File: src/rtl/la_ioringctrl.sv
`default_nettype none
// ============================================================================
// Module      : la_ioringctrl
// Description : Power-up/power-down sequencer for the generic ioring control
//               bus. It synchronizes the IO-supply power-good flag, holds
//               isolation for a settle period, and then releases the ring
//               segments one at a time in a thermometer order. On disable it
//               ramps them down in reverse order. A loss of power-good drops
//               the ring immediately.
//               Optional: define LA_IORINGCTRL_WDOG_EN to add a watchdog on
//               the power-good wait, which drives a sticky fault flag.
// Revision    : 1.0 - initial release
// ============================================================================
module la_ioringctrl #(
    parameter int RINGW   = 8,
    parameter int CW      = 8,
    parameter int SETTLE  = 16,
    parameter int STEP    = 4,
    parameter int TIMEOUT = 200
) (
    input  logic             clk,
    input  logic             reset,
    input  logic             en,
    input  logic             pwrgood,
    output logic [RINGW-1:0] ioring,
    output logic             ready,
    output logic             busy,
    output logic             fault
);

    localparam int            IW          = (RINGW > 1) ? $clog2(RINGW) : 1;
    localparam logic [CW-1:0] c_settle_m1 = CW'(SETTLE - 1);
    localparam logic [CW-1:0] c_step_m1   = CW'(STEP - 1);
    localparam logic [IW-1:0] c_idx_last  = IW'(RINGW - 1);

    typedef enum logic [2:0] {
        S_OFF     = 3'd0,
        S_WAIT_PG = 3'd1,
        S_ISO     = 3'd2,
        S_UP      = 3'd3,
        S_ON      = 3'd4,
        S_DOWN    = 3'd5
    } state_t;

    state_t           r_state;
    logic             r_pg_meta;
    logic             r_pg_s;
    logic [CW-1:0]    r_cnt;
    logic [IW-1:0]    r_idx;
    logic [RINGW-1:0] r_ioring;
    logic             r_ready;
    logic             r_busy;

    logic             w_active;
    logic             w_pg_lost;
    logic             w_ramp_down;
    logic             w_fault_hold;

`ifdef LA_IORINGCTRL_WDOG_EN
    localparam logic [CW-1:0] c_timeout_m1 = CW'(TIMEOUT - 1);
    logic [CW-1:0]    r_wdog;
    logic             r_fault;
    assign w_fault_hold = r_fault;
    assign fault        = r_fault;
`else
    assign w_fault_hold = 1'b0;
    assign fault        = 1'b0;
`endif

    // States in which the ring may be (partly) powered and brownout applies
    assign w_active    = (r_state == S_ISO) || (r_state == S_UP) ||
                         (r_state == S_ON)  || (r_state == S_DOWN);
    assign w_pg_lost   = w_active && !r_pg_s;
    // One ramp-down step: the entry step from ISO/UP/ON, or a timed DOWN step.
    // Both clear the highest set bit, so they share one code path.
    assign w_ramp_down = (!en && ((r_state == S_ISO) || (r_state == S_UP) ||
                                  (r_state == S_ON))) ||
                         ((r_state == S_DOWN) && (r_cnt == '0));

    assign ioring = r_ioring;
    assign ready  = r_ready;
    assign busy   = r_busy;

    // Power-good synchronizer plus the sequencing FSM with registered outputs
    always_ff @(posedge clk or posedge reset) begin
        if (reset) begin
            r_pg_meta <= 1'b0;
            r_pg_s    <= 1'b0;
            r_state   <= S_OFF;
            r_cnt     <= '0;
            r_idx     <= '0;
            r_ioring  <= '0;
            r_ready   <= 1'b0;
            r_busy    <= 1'b0;
`ifdef LA_IORINGCTRL_WDOG_EN
            r_wdog    <= '0;
            r_fault   <= 1'b0;
`endif
        end else begin
            r_pg_meta <= pwrgood;
            r_pg_s    <= r_pg_meta;

            if (w_pg_lost) begin
                // Brownout: drop the whole ring at once, not a fault
                r_ioring <= '0;
                r_ready  <= 1'b0;
                r_busy   <= 1'b0;
                r_cnt    <= '0;
                r_idx    <= '0;
                r_state  <= en ? S_WAIT_PG : S_OFF;
`ifdef LA_IORINGCTRL_WDOG_EN
                r_wdog   <= '0;
`endif
            end else if (w_ramp_down) begin
                // Thermometer code: clearing the top set bit is a right shift
                r_ioring <= r_ioring >> 1;
                r_ready  <= 1'b0;
                r_cnt    <= c_step_m1;
                if (!r_ioring[1]) begin
                    // Bit 0 (or nothing) was the last one set: ramp finished
                    r_state <= S_OFF;
                    r_busy  <= 1'b0;
                    r_idx   <= '0;
                end else begin
                    r_state <= S_DOWN;
                    r_busy  <= 1'b1;
                end
            end else begin
                case (r_state)
                    S_OFF: begin
`ifdef LA_IORINGCTRL_WDOG_EN
                        if (!en) begin
                            r_fault <= 1'b0;
                        end
`endif
                        // A pending fault keeps us here until en is seen low
                        if (en && !w_fault_hold) begin
                            r_state <= S_WAIT_PG;
`ifdef LA_IORINGCTRL_WDOG_EN
                            r_wdog  <= '0;
`endif
                        end
                    end
                    S_WAIT_PG: begin
                        if (!en) begin
                            r_state <= S_OFF;
`ifdef LA_IORINGCTRL_WDOG_EN
                            r_fault <= 1'b0;
`endif
                        end else if (r_pg_s) begin
                            r_state <= S_ISO;
                            r_cnt   <= c_settle_m1;
                            r_busy  <= 1'b1;
                        end
`ifdef LA_IORINGCTRL_WDOG_EN
                        else if (r_wdog == c_timeout_m1) begin
                            r_fault <= 1'b1;
                            r_state <= S_OFF;
                        end else begin
                            r_wdog  <= r_wdog + 1'b1;
                        end
`endif
                    end
                    S_ISO: begin
                        if (r_cnt == '0) begin
                            r_ioring <= {{(RINGW-1){1'b0}}, 1'b1};
                            r_idx    <= IW'(1);
                            r_cnt    <= c_step_m1;
                            r_state  <= S_UP;
                        end else begin
                            r_cnt <= r_cnt - 1'b1;
                        end
                    end
                    S_UP: begin
                        if (r_cnt == '0) begin
                            r_ioring <= {r_ioring[RINGW-2:0], 1'b1};
                            if (r_idx == c_idx_last) begin
                                r_state <= S_ON;
                                r_ready <= 1'b1;
                                r_busy  <= 1'b0;
                            end else begin
                                r_idx <= r_idx + 1'b1;
                                r_cnt <= c_step_m1;
                            end
                        end else begin
                            r_cnt <= r_cnt - 1'b1;
                        end
                    end
                    S_ON: begin
                        r_ready <= 1'b1;
                    end
                    S_DOWN: begin
                        // Only reached with a non-zero count; zero is a ramp step
                        r_cnt <= r_cnt - 1'b1;
                    end
                    default: begin
                        r_state  <= S_OFF;
                        r_ioring <= '0;
                        r_ready  <= 1'b0;
                        r_busy   <= 1'b0;
                    end
                endcase
            end
        end
    end

endmodule
`default_nettype wire

File: config.mk
export PLATFORM = sky130hd
export DESIGN_NAME = la_ioringctrl
export DESIGN_NICKNAME = d
export VERILOG_FILES = /design/src/rtl/la_ioringctrl.sv
export SDC_FILE = /design/constraint.sdc
export NUM_CORES = 1
export LEC_CHECK = 0
export BUFFER_PORTS_ARGS = -buffer_cell sky130_fd_sc_hd__buf_2
export CAP_MARGIN = 20
export CORE_MARGIN = 2
export CORE_UTILIZATION = 40
export CTS_CLUSTER_SIZE = 8
export DETAILED_ROUTE_END_ITERATION = 8
export PLACE_DENSITY_LB_ADDON = 0.1
export RECOVER_POWER = 50
export SLEW_MARGIN = 0
export SYNTH_ARGS = -nofsm -noshare
export SYNTH_HDL_FRONTEND = slang
export SYNTH_SLANG_ARGS = --single-unit
File: constraint.sdc
create_clock -name clk -period 2.9 [get_ports clk]
set_clock_uncertainty 0.2 [all_clocks]
set_input_delay 0.725 -clock clk [delete_from_list [all_inputs] [get_ports clk]]
set_output_delay 0.725 -clock clk [all_outputs]
set_load 0.05 [all_outputs]
==> metrics.cfg <==
[power]
p_total_uw = 1820
max-vdd-ir-drop_mv = 0.527
power_density_nw_per_um2 = 942
leakage_uw = 0.000872

[yosys]
syn_nets = 202
synth_ff_type = dfrtp_1
syn-mean-instance-area_sq_um = 9.19
syn_inst = 195
async_reset_ff_frac = 1.00
syn_area_sq_um = 1790
seq_area_frac_synth = 0.363
yosys.area.top_type = dfrtp_1
ys_top_cells_by_count = dfrtp_1 (26), nand2_1 (19), nor2_1 (16), inv_1 (10), o21ai_0 (10)
yosys-top-cells-area = dfrtp_1 (36%), nand2_1 (4.0%), nor2_1 (3.3%), a31oi_1 (3.1%), o21ai_0 (2.8%)
synth_edf_count = 0
synth.most_common_cell = dfrtp_1
synth_top_area_share = 0.363
ys_types = 58
yosysWarnings = 0
synth-seq-cells = 26

[layout]
multi_input_area_sq_um = 1020
nets = 213
antennaDiodeCount = 0
final_util = 0.447
layout-drive-gt1-share = 0.176
regArea_sq_um = 651
fillers = 457
synthToLayoutAreaGrowth_pct = 7.75

[routing]
drtPass1Iterations = 4
drc = 0
drt-total-wl_mm = 4.12
drt-vias-per-instance = 5.98
ant_nets = 0
routedWlPerCell_um = 16.0
drt_iter0_drc = 94
vias = 1536

[worst_setup_path]
crit_chain = inv_1, ha_1, nor3b_4, and2_1, buf_4, a311o_1, o21ai_1, mux2_4
crit_path_end = ready$_DFFE_PP0P_
r2r_setup_slack_ns = 0.40
required_ns = 2.87
cp-end-kind = flop
r2r_end = ready$_DFFE_PP0P_
crit_path_start_kind = flop
cp.arrival_ns = 2.47
r2r_start = r_cnt[0]$_DFFE_PP0P_
cpPeakStageDelay_ns = 0.42
worstSetupPathType = flop to flop
crit_path_top_delay_cell = dfrtp_1
worst-r2r-cell-count = 8
startpoint = r_cnt[0]$_DFFE_PP0P_
crit_path_max_fanout = 8

[floorplan]
start_util = 0.415
core_area_sq_um = 4320
die-area_sq_um = 5030
chipHeight_um = 71.0
die_width_um = 71.0
ios = 15
rows = 24

[sta]
rsz0062_at_grt = false
maxSlewViolCount = 0
worst_slack_ns = 0.400
hold_violations = 0
period_share = 0.862
finalCriticalPeriod_ns = 2.50
relSlewSlack = 0.0236
worst_pin_slew_ns = 1.46
setup_tns_ns = 0
fmax_ghz = 0.400
setup_viol = 0

[grt]
grt_usage = 0.179
grt_remaining_overflow = 0
antenna_found_initial = 0
grt_max_degree = 28
grt_pass1_wl_mm = 7.30
grt_pass1_vias = 1512

[clocking]
numCtsBuffers = 3
cts.sinks = 26
cts_tree = yes
ctsHoldBuffers = 0
clk_path_buf_depth = 2
cts_resized = 0
cts_root_buf = clkbuf_8
insertion_delay_ns = 0.28
h-tree-depth = 1
path_clk_slew_ns = 0.10
postCtsSetupRepairBufs = 0

[hold_path]
hold_start = r_pg_meta$_DFF_PP0_
min_path_type = flop to flop

[placed_design]
place.gp.congestion = 0.833
hpwl_mm = 3.04
pre_cts_ws_ns = 0.418
portBuffers = 13

[flow_run]
maxCapViolations = 0

[outcome]
outcome = complete, no violations

## cell type report
class / count / share of cell area
repair buffers: 19 / 0.0531
well taps: 52 / 0.0337
clock buffers: 4 / 0.0285
inverters: 11 / 0.0214
multi-input cells: 145 / 0.527
flip-flops and latches: 26 / 0.337
## per-stage QoR
stage          hold slack [ns]  area, sq um  instances
2_1_floorplan            0.131         1790        195
4_1_cts                  0.163         1940        257
3_5_place_dp             0.140         1880        253
3_3_place_gp             0.142         1880        253
6_report                 0.159         1930        257
5_1_grt                  0.176         1930        257
## worst max-delay path, delay by kind of cell, from the launching register on
kind | cells | cell delay (ns)
flops | 1 | 0.42
fa+ha+maj | 1 | 0.20
buf+inv | 2 | 0.29
compound gates | 2 | 0.31
simple gates | 2 | 0.67
mux | 1 | 0.30
## worst min path at each step
stage	cells after the start	slack, ns	endpoint
floorplan	0	0.13	r_pg_s$_DFF_PP0_
global route	0	0.18	r_pg_s$_DFF_PP0_
CTS	0	0.16	r_pg_s$_DFF_PP0_
global placement	0	0.14	r_pg_s$_DFF_PP0_
finish	0	0.16	r_pg_s$_DFF_PP0_
detailed placement	0	0.14	r_pg_s$_DFF_PP0_
## cell usage in the layout, fill, tap and decap left out, types with 3 or more instances in the layout
cell type  count
nand2_1       19
nand2b_1       3
nand4b_1       3
o21ai_0       10
nand3_1        4
a221oi_1       3
o31ai_1        3
ha_1           3
dfrtp_1       26
clkbuf_8       4
and3_1         3
inv_1         10
nor2_1        16
a21o_1         5
nand3b_1       3
a31oi_1        9
a21oi_1        9
mux2i_1        4
o21ai_1        4
clkbuf_1       4
buf_4          5
buf_2         10
nor3_1         3
## metal layers
| layer | vias up | track usage | routed length (um) |
|---|---|---|---|
| met5 | - | 0 | 0 |
| met2 | 37 | 0.294 | 1960 |
| met1 | 750 | 0.247 | 1950 |
| met3 | 4 | 0.0242 | 168 |
| li1 | 745 | - | - |
| met4 | 0 | 0.0545 | 38 |
## registers in the layout (all words and copies together) (netlist names)
signal	cells
ioring	8
r_cnt	8
r_idx	3
r_state	3
busy	1
r_pg_meta	1
r_pg_s	1
ready	1
## cell families after synthesis
kind of cell / after synthesis / synth area share
compound gates: 67 / 0.288
xor+xnor: 1 / 0.00489
fa+ha+maj: 3 / 0.0209
buf+inv: 24 / 0.0698
flops: 26 / 0.363
mux: 5 / 0.0307
other cells: 1 / 0.00209
simple gates: 68 / 0.221
## where the power goes
part	internal [uW]	total, uW	leakage (uW)	switching (uW)
logic	324	918	0.000524	594
registers	478	656	0.000319	178
clock network	122	247	0.0000288	125
total	924	1820	0.000872	896
(Power assumes the default switching activity.)
